==> src/rtl/adc_channel_sequencer.sv <==
// ADC channel sequencer: round-robin mux stepping, settle wait, conversion
// start/capture with timeout, and per-channel averager EN / window-fill tracking.
module adc_channel_sequencer #(
    parameter int NCH         = 5,
    parameter int N           = 12,
    parameter int POWER       = 8,
    parameter int SETTLE_CYC  = 4,
    parameter int TIMEOUT_CYC = 64
) (
    input  logic                   clk,
    input  logic                   reset,
    input  logic                   enable,
    input  logic                   adc_done,
    input  logic [N-1:0]           adc_data,
    input  logic                   err_clr,
    output logic [$clog2(NCH)-1:0] ch_sel,
    output logic                   adc_start,
    output logic [N-1:0]           avg_din,
    output logic [NCH-1:0]         avg_en,
    output logic [NCH-1:0]         avg_valid,
    output logic                   timeout_err,
    output logic                   busy
);

    localparam int CH_W    = $clog2(NCH);
    localparam int CNT_MAX = (SETTLE_CYC > TIMEOUT_CYC) ? SETTLE_CYC : TIMEOUT_CYC;
    localparam int CNT_W   = $clog2(CNT_MAX);

    localparam logic [CH_W-1:0]  CH_LAST     = CH_W'(NCH - 1);
    localparam logic [CNT_W-1:0] CNT_SETTLE  = CNT_W'(SETTLE_CYC - 1);
    localparam logic [CNT_W-1:0] CNT_TIMEOUT = CNT_W'(TIMEOUT_CYC - 1);
    localparam logic [POWER:0]   FILL_FULL   = (POWER + 1)'(2 ** POWER);
    localparam logic [POWER:0]   FILL_LAST   = (POWER + 1)'(2 ** POWER - 1);

    typedef enum logic [1:0] {
        S_IDLE,
        S_SETTLE,
        S_CONVERT,
        S_STORE
    } state_t;

    state_t           r_state;
    logic [CNT_W-1:0] r_cnt;
    logic [CH_W-1:0]  r_ch_sel;
    logic             r_adc_start;
    logic [N-1:0]     r_avg_din;
    logic [NCH-1:0]   r_avg_en;
    logic [NCH-1:0]   r_avg_valid;
    logic             r_timeout_err;
    logic             r_busy;
    logic [POWER:0]   r_fill [NCH];

    logic [NCH-1:0]   w_ch_onehot;
    logic [CH_W-1:0]  w_ch_next;

    // Current-channel decode and round-robin successor.
    always_comb begin
        w_ch_onehot = NCH'(1) << r_ch_sel;
        w_ch_next   = (r_ch_sel == CH_LAST) ? '0 : r_ch_sel + 1'b1;
    end

    // Sequencing FSM with registered strobes, channel select and error flag.
    always_ff @(posedge clk or negedge reset) begin
        if (!reset) begin
            r_state       <= S_IDLE;
            r_cnt         <= '0;
            r_ch_sel      <= '0;
            r_adc_start   <= 1'b0;
            r_avg_din     <= '0;
            r_avg_en      <= '0;
            r_timeout_err <= 1'b0;
            r_busy        <= 1'b0;
        end else begin
            r_adc_start <= 1'b0;
            r_avg_en    <= '0;
            // Clear is written first so a timeout set below in the same cycle wins.
            if (err_clr) begin
                r_timeout_err <= 1'b0;
            end
            case (r_state)
                S_IDLE: begin
                    if (enable) begin
                        r_state <= S_SETTLE;
                        r_cnt   <= CNT_SETTLE;
                        r_busy  <= 1'b1;
                    end
                end
                S_SETTLE: begin
                    if (r_cnt == '0) begin
                        r_state     <= S_CONVERT;
                        r_cnt       <= '0;
                        r_adc_start <= 1'b1;
                    end else begin
                        r_cnt <= r_cnt - 1'b1;
                    end
                end
                S_CONVERT: begin
                    // A done arriving on the last allowed cycle is still accepted.
                    if (adc_done) begin
                        r_avg_din <= adc_data;
                        r_avg_en  <= w_ch_onehot;
                        r_state   <= S_STORE;
                    end else if (r_cnt == CNT_TIMEOUT) begin
                        r_timeout_err <= 1'b1;
                        r_state       <= S_STORE;
                    end else begin
                        r_cnt <= r_cnt + 1'b1;
                    end
                end
                S_STORE: begin
                    r_ch_sel <= w_ch_next;
                    if (enable) begin
                        r_state <= S_SETTLE;
                        r_cnt   <= CNT_SETTLE;
                    end else begin
                        r_state <= S_IDLE;
                        r_busy  <= 1'b0;
                    end
                end
                default: begin
                    r_state <= S_IDLE;
                    r_busy  <= 1'b0;
                end
            endcase
        end
    end

    // Per-channel window fill; valid rises one cycle after the EN that fills the window.
    always_ff @(posedge clk or negedge reset) begin
        if (!reset) begin
            for (int unsigned i = 0; i < NCH; i++) begin
                r_fill[i] <= '0;
            end
            r_avg_valid <= '0;
        end else if (r_state == S_STORE && (|r_avg_en)) begin
            if (r_fill[r_ch_sel] != FILL_FULL) begin
                r_fill[r_ch_sel] <= r_fill[r_ch_sel] + 1'b1;
            end
            if (r_fill[r_ch_sel] == FILL_LAST) begin
                r_avg_valid <= r_avg_valid | w_ch_onehot;
            end
        end
    end

    assign ch_sel      = r_ch_sel;
    assign adc_start   = r_adc_start;
    assign avg_din     = r_avg_din;
    assign avg_en      = r_avg_en;
    assign avg_valid   = r_avg_valid;
    assign timeout_err = r_timeout_err;
    assign busy        = r_busy;

endmodule
==> config.mk <==
export PLATFORM = sky130hd
export DESIGN_NAME = adc_channel_sequencer
export DESIGN_NICKNAME = d
export VERILOG_FILES = /design/src/rtl/adc_channel_sequencer.sv
export SDC_FILE = /design/constraint.sdc
export NUM_CORES = 1
export LEC_CHECK = 0
export CORE_MARGIN = 5
export CORE_UTILIZATION = 50
export CTS_CLUSTER_SIZE = 14
export DETAILED_ROUTE_END_ITERATION = 16
export GPL_TIMING_DRIVEN = 0
export PLACE_DENSITY = 0.72
export SLEW_MARGIN = 10
export SYNTH_ARGS = -nofsm -noshare
export SYNTH_HDL_FRONTEND = slang
export SYNTH_SLANG_ARGS = --single-unit
==> constraint.sdc <==
create_clock -name clk -period 2.92 [get_ports clk]
set_input_delay 0.438 -clock clk [delete_from_list [all_inputs] [get_ports clk]]
set_output_delay 0.438 -clock clk [all_outputs]
set_load 0.02 [all_outputs]
==> results.json <==
{
  "max-vdd-ir-drop_v": 0.0004643,
  "ios": 45,
  "yosys.area.top_type": "dfrtp_1",
  "die_w_um": 100.7,
  "drtIter0Drc": 131,
  "fp.dieH_um": 100.7,
  "ctsLongestPathBuffers": 2,
  "met1_usage_pct": 25.52,
  "synth_fp_nets": 385,
  "htree_levels": 3,
  "grt_use_met2_pct": 29.06,
  "cts_tree": "built",
  "cp-end-kind": "register",
  "grt_pass1_wl_um": 14660,
  "final_cell_mix": "79 x dfrtp_1, 56 x mux2_2, 43 x clkdlybuf4s50_1",
  "n_antenna_cell": 0,
  "finalHoldViolCount": 0,
  "dr.pass1.iters": 4,
  "hold_ws_ns": 0.4836,
  "worstPathMaxFanout": 10,
  "maxSlewViolCount": 0,
  "vias": 2924,
  "core_area_mm2": 0.008134,
  "synth_seq_area_share_pct": 49.30,
  "critPathArrivalTime_ns": 2.98,
  "slew_headroom_pct": 60.46,
  "synth_cell_types": 48,
  "clk_pin_slew_ns": 0.08,
  "port_buffers": 44,
  "avgSynthCellArea_um2": 11.68,
  "syn_inst": 352,
  "rsz0062_at_grt": "false",
  "place_congestion": 0.8318,
  "clock_latency_ns": 0.35,
  "hold_class": "reg -> reg",
  "grt-busiest-layer": "met2",
  "place_hpwl_um": 6071,
  "netlist_top_cells_area": "dfrtp_1 49%, mux2_2 15%, ha_1 4.9%, mux2i_1 3.9%, nor2_1 2.2%",
  "start_util_pct": 50.55,
  "synth_flop_cell": "dfrtp_1",
  "use_met3_pct": 2.630,
  "drv_cap": 0,
  "ys_warn_count": 0,
  "finalWirelength_um": 8632,
  "min_period_over_period_pct": 94.36,
  "antenna_found_initial": 0,
  "p_per_area_mw_per_mm2": 864.4,
  "crit_required_ns": 3.14,
  "numCtsBuffers": 9,
  "synth_top_area_share_pct": 49.30,
  "nets": 448,
  "grt_max_degree": 66,
  "async_reset_ff_share_pct": 100.0,
  "final_common_cell": "dfrtp_1",
  "drc": 0,
  "tightestPinTransition_ns": 0.5909,
  "wl_per_cell_um": 16.44,
  "clock_skew_ns": 0.01138,
  "synth-edff-count": 0,
  "ys_ff_latch": 81,
  "p_leak_uw": 0.002227,
  "max_freq_ghz": 0.3629,
  "area_delta_synth_final_pct": 21.42,
  "status": "completed",
  "clock-root-buffer": "clkbuf_8",
  "dieArea_mm2": 0.01014,
  "clock_sinks": 81,
  "criticalPathCategory": "reg -> reg",
  "grt_overflow": 0,
  "start_kind": "register",
  "drtAntennaViolNets": 0,
  "p_total_uw": 4315,
  "grt_pass1_vias": 2898,
  "period_minus_slack_ns": 2.755,
  "rows": 33,
  "syn_area_mm2": 0.004111,
  "viasPerCell": 5.570,
  "drive_above_1_share_pct": 24.29,
  "grt_use_total_pct": 18.22,
  "setup_viol": 0
}
Yosys cell counts (2+ instances only):
library cell  count
buf_4             3
and3_1            3
a31oi_1           4
nor3_1            7
a311oi_2          2
xor2_1            4
o31ai_1           4
nor2_1           24
a311oi_1          2
o32ai_1           4
a32oi_1           2
mux2i_1          16
nand2_1          17
a21oi_1          13
mux2_2           56
nand2b_1          5
nand3_1           6
o21bai_1          5
buf_2             2
o21ai_0          12
inv_1            20
ha_1             16
xnor2_1           3
a211oi_1          3
or3_1             2
clkbuf_1          6
a41oi_1           2
nand3b_1          6
o22ai_1           2
dfrtp_1          81
buf_6             3
sequential cells by signal, summed over array words and instances (netlist names):
name / cells
adc_start: 1
avg_din: 12
avg_en: 5
avg_valid: 5
busy: 1
ch_sel: 3
r_cnt: 6
r_fill: 45
r_state: 2
timeout_err: 1
kinds of logic (layout without fill, tap and decap cells):
kind of cell,count (synthesis),count (layout),share of synthesized area (%)
flip-flops,81,81,49.30
AND/OR/NAND/NOR,78,78,9.739
multiplexers,72,72,19.23
AO/OA/AOI/OAI,64,64,11.38
buffers and inverters,34,102,3.986
adder cells (fa/ha/maj),16,16,4.869
XOR/XNOR,7,7,1.491
power breakdown:
| group | switching [uW] | total (uW) | leakage, uW | internal [uW] |
|---|---|---|---|---|
| Clock | 399 | 750 | 0.0000911 | 351 |
| Combinational | 1130 | 2000 | 0.00106 | 873 |
| Sequential | 188 | 1560 | 0.00108 | 1380 |
| Total | 1710 | 4320 | 0.00223 | 2600 |
worst max-delay path, stage by stage (launching register included):
cell	delay, ns
dfrtp_2	0.44
buf_6	0.18
buf_4	0.20
mux2i_1	0.23
o32ai_2	0.11
a31oi_2	0.21
ha_1	0.18
nand4_1	0.13
o21ai_4	0.27
or3_1	0.16
buf_6	0.17
mux2_2	0.34
layout make-up:
type / instances / area [um2]
Buffer: 14 / 105.1
Clock buffer: 11 / 151.4
Clock inverter: 5 / 30.03
Fill cell: 641 / 3142
Inverter: 20 / 75.07
Multi-Input combinational cell: 237 / 1949
Sequential cell: 81 / 2029
Tap cell: 105 / 131.4
Timing Repair Buffer: 52 / 520.5
metal layers:
metal / vias to the layer above / part of all wire, % / wire (um)
met4: 0 / 1.5 / 126
met1: 1465 / 46 / 4007
met3: 13 / 3.0 / 256
met5: - / 0 / 0
li1: 1399 / - / -
met2: 47 / 49 / 4242
per-stage QoR:
step,setup TNS [ns],setup WS [ns],area (um2),utilization [%],instances
final,0,0.1648,4992,61.38,525
after global routing,0,0.002823,4992,61.38,525
after CTS,0,0.02280,4946,60.81,523
after detailed placement,-5.735,-0.2128,4708,57.88,502
after global placement,-122.19,-1.440,4683,57.58,501
after floorplan,0,0.07710,4111,-,352
final timing paths:
kind / startpoint / endpoint / slack (ns) / cells after the start
setup / recovery: ch_sel[2]$_DFFE_PN0P_ / r_fill[13]$_DFFE_PN0P_ / 0.16 / 11
setup reg to reg: ch_sel[2]$_DFFE_PN0P_ / r_fill[13]$_DFFE_PN0P_ / 0.16 / 11
max in group asynchronous: reset / ch_sel[2]$_DFFE_PN0P_ / 1.80 / 3
min in group asynchronous: reset / busy$_DFFE_PN0P_ / 0.50 / 2
hold / removal: avg_valid[3]$_DFFE_PN0P_ / avg_valid[3]$_DFFE_PN0P_ / 0.48 / 1
hold reg to reg: avg_valid[3]$_DFFE_PN0P_ / avg_valid[3]$_DFFE_PN0P_ / 0.48 / 1
repair_timing:
action / CTS / global route
endpoints found under the setup margin: 43 / 45
cloned: 0 / 0
endpoints found under the hold margin: 16 / 0
setup buffers: 4 / 2
pin swaps: 2 / 2
hold buffers: 1 / 0
resized for setup: 4 / 8
(Power assumes the default switching activity.)
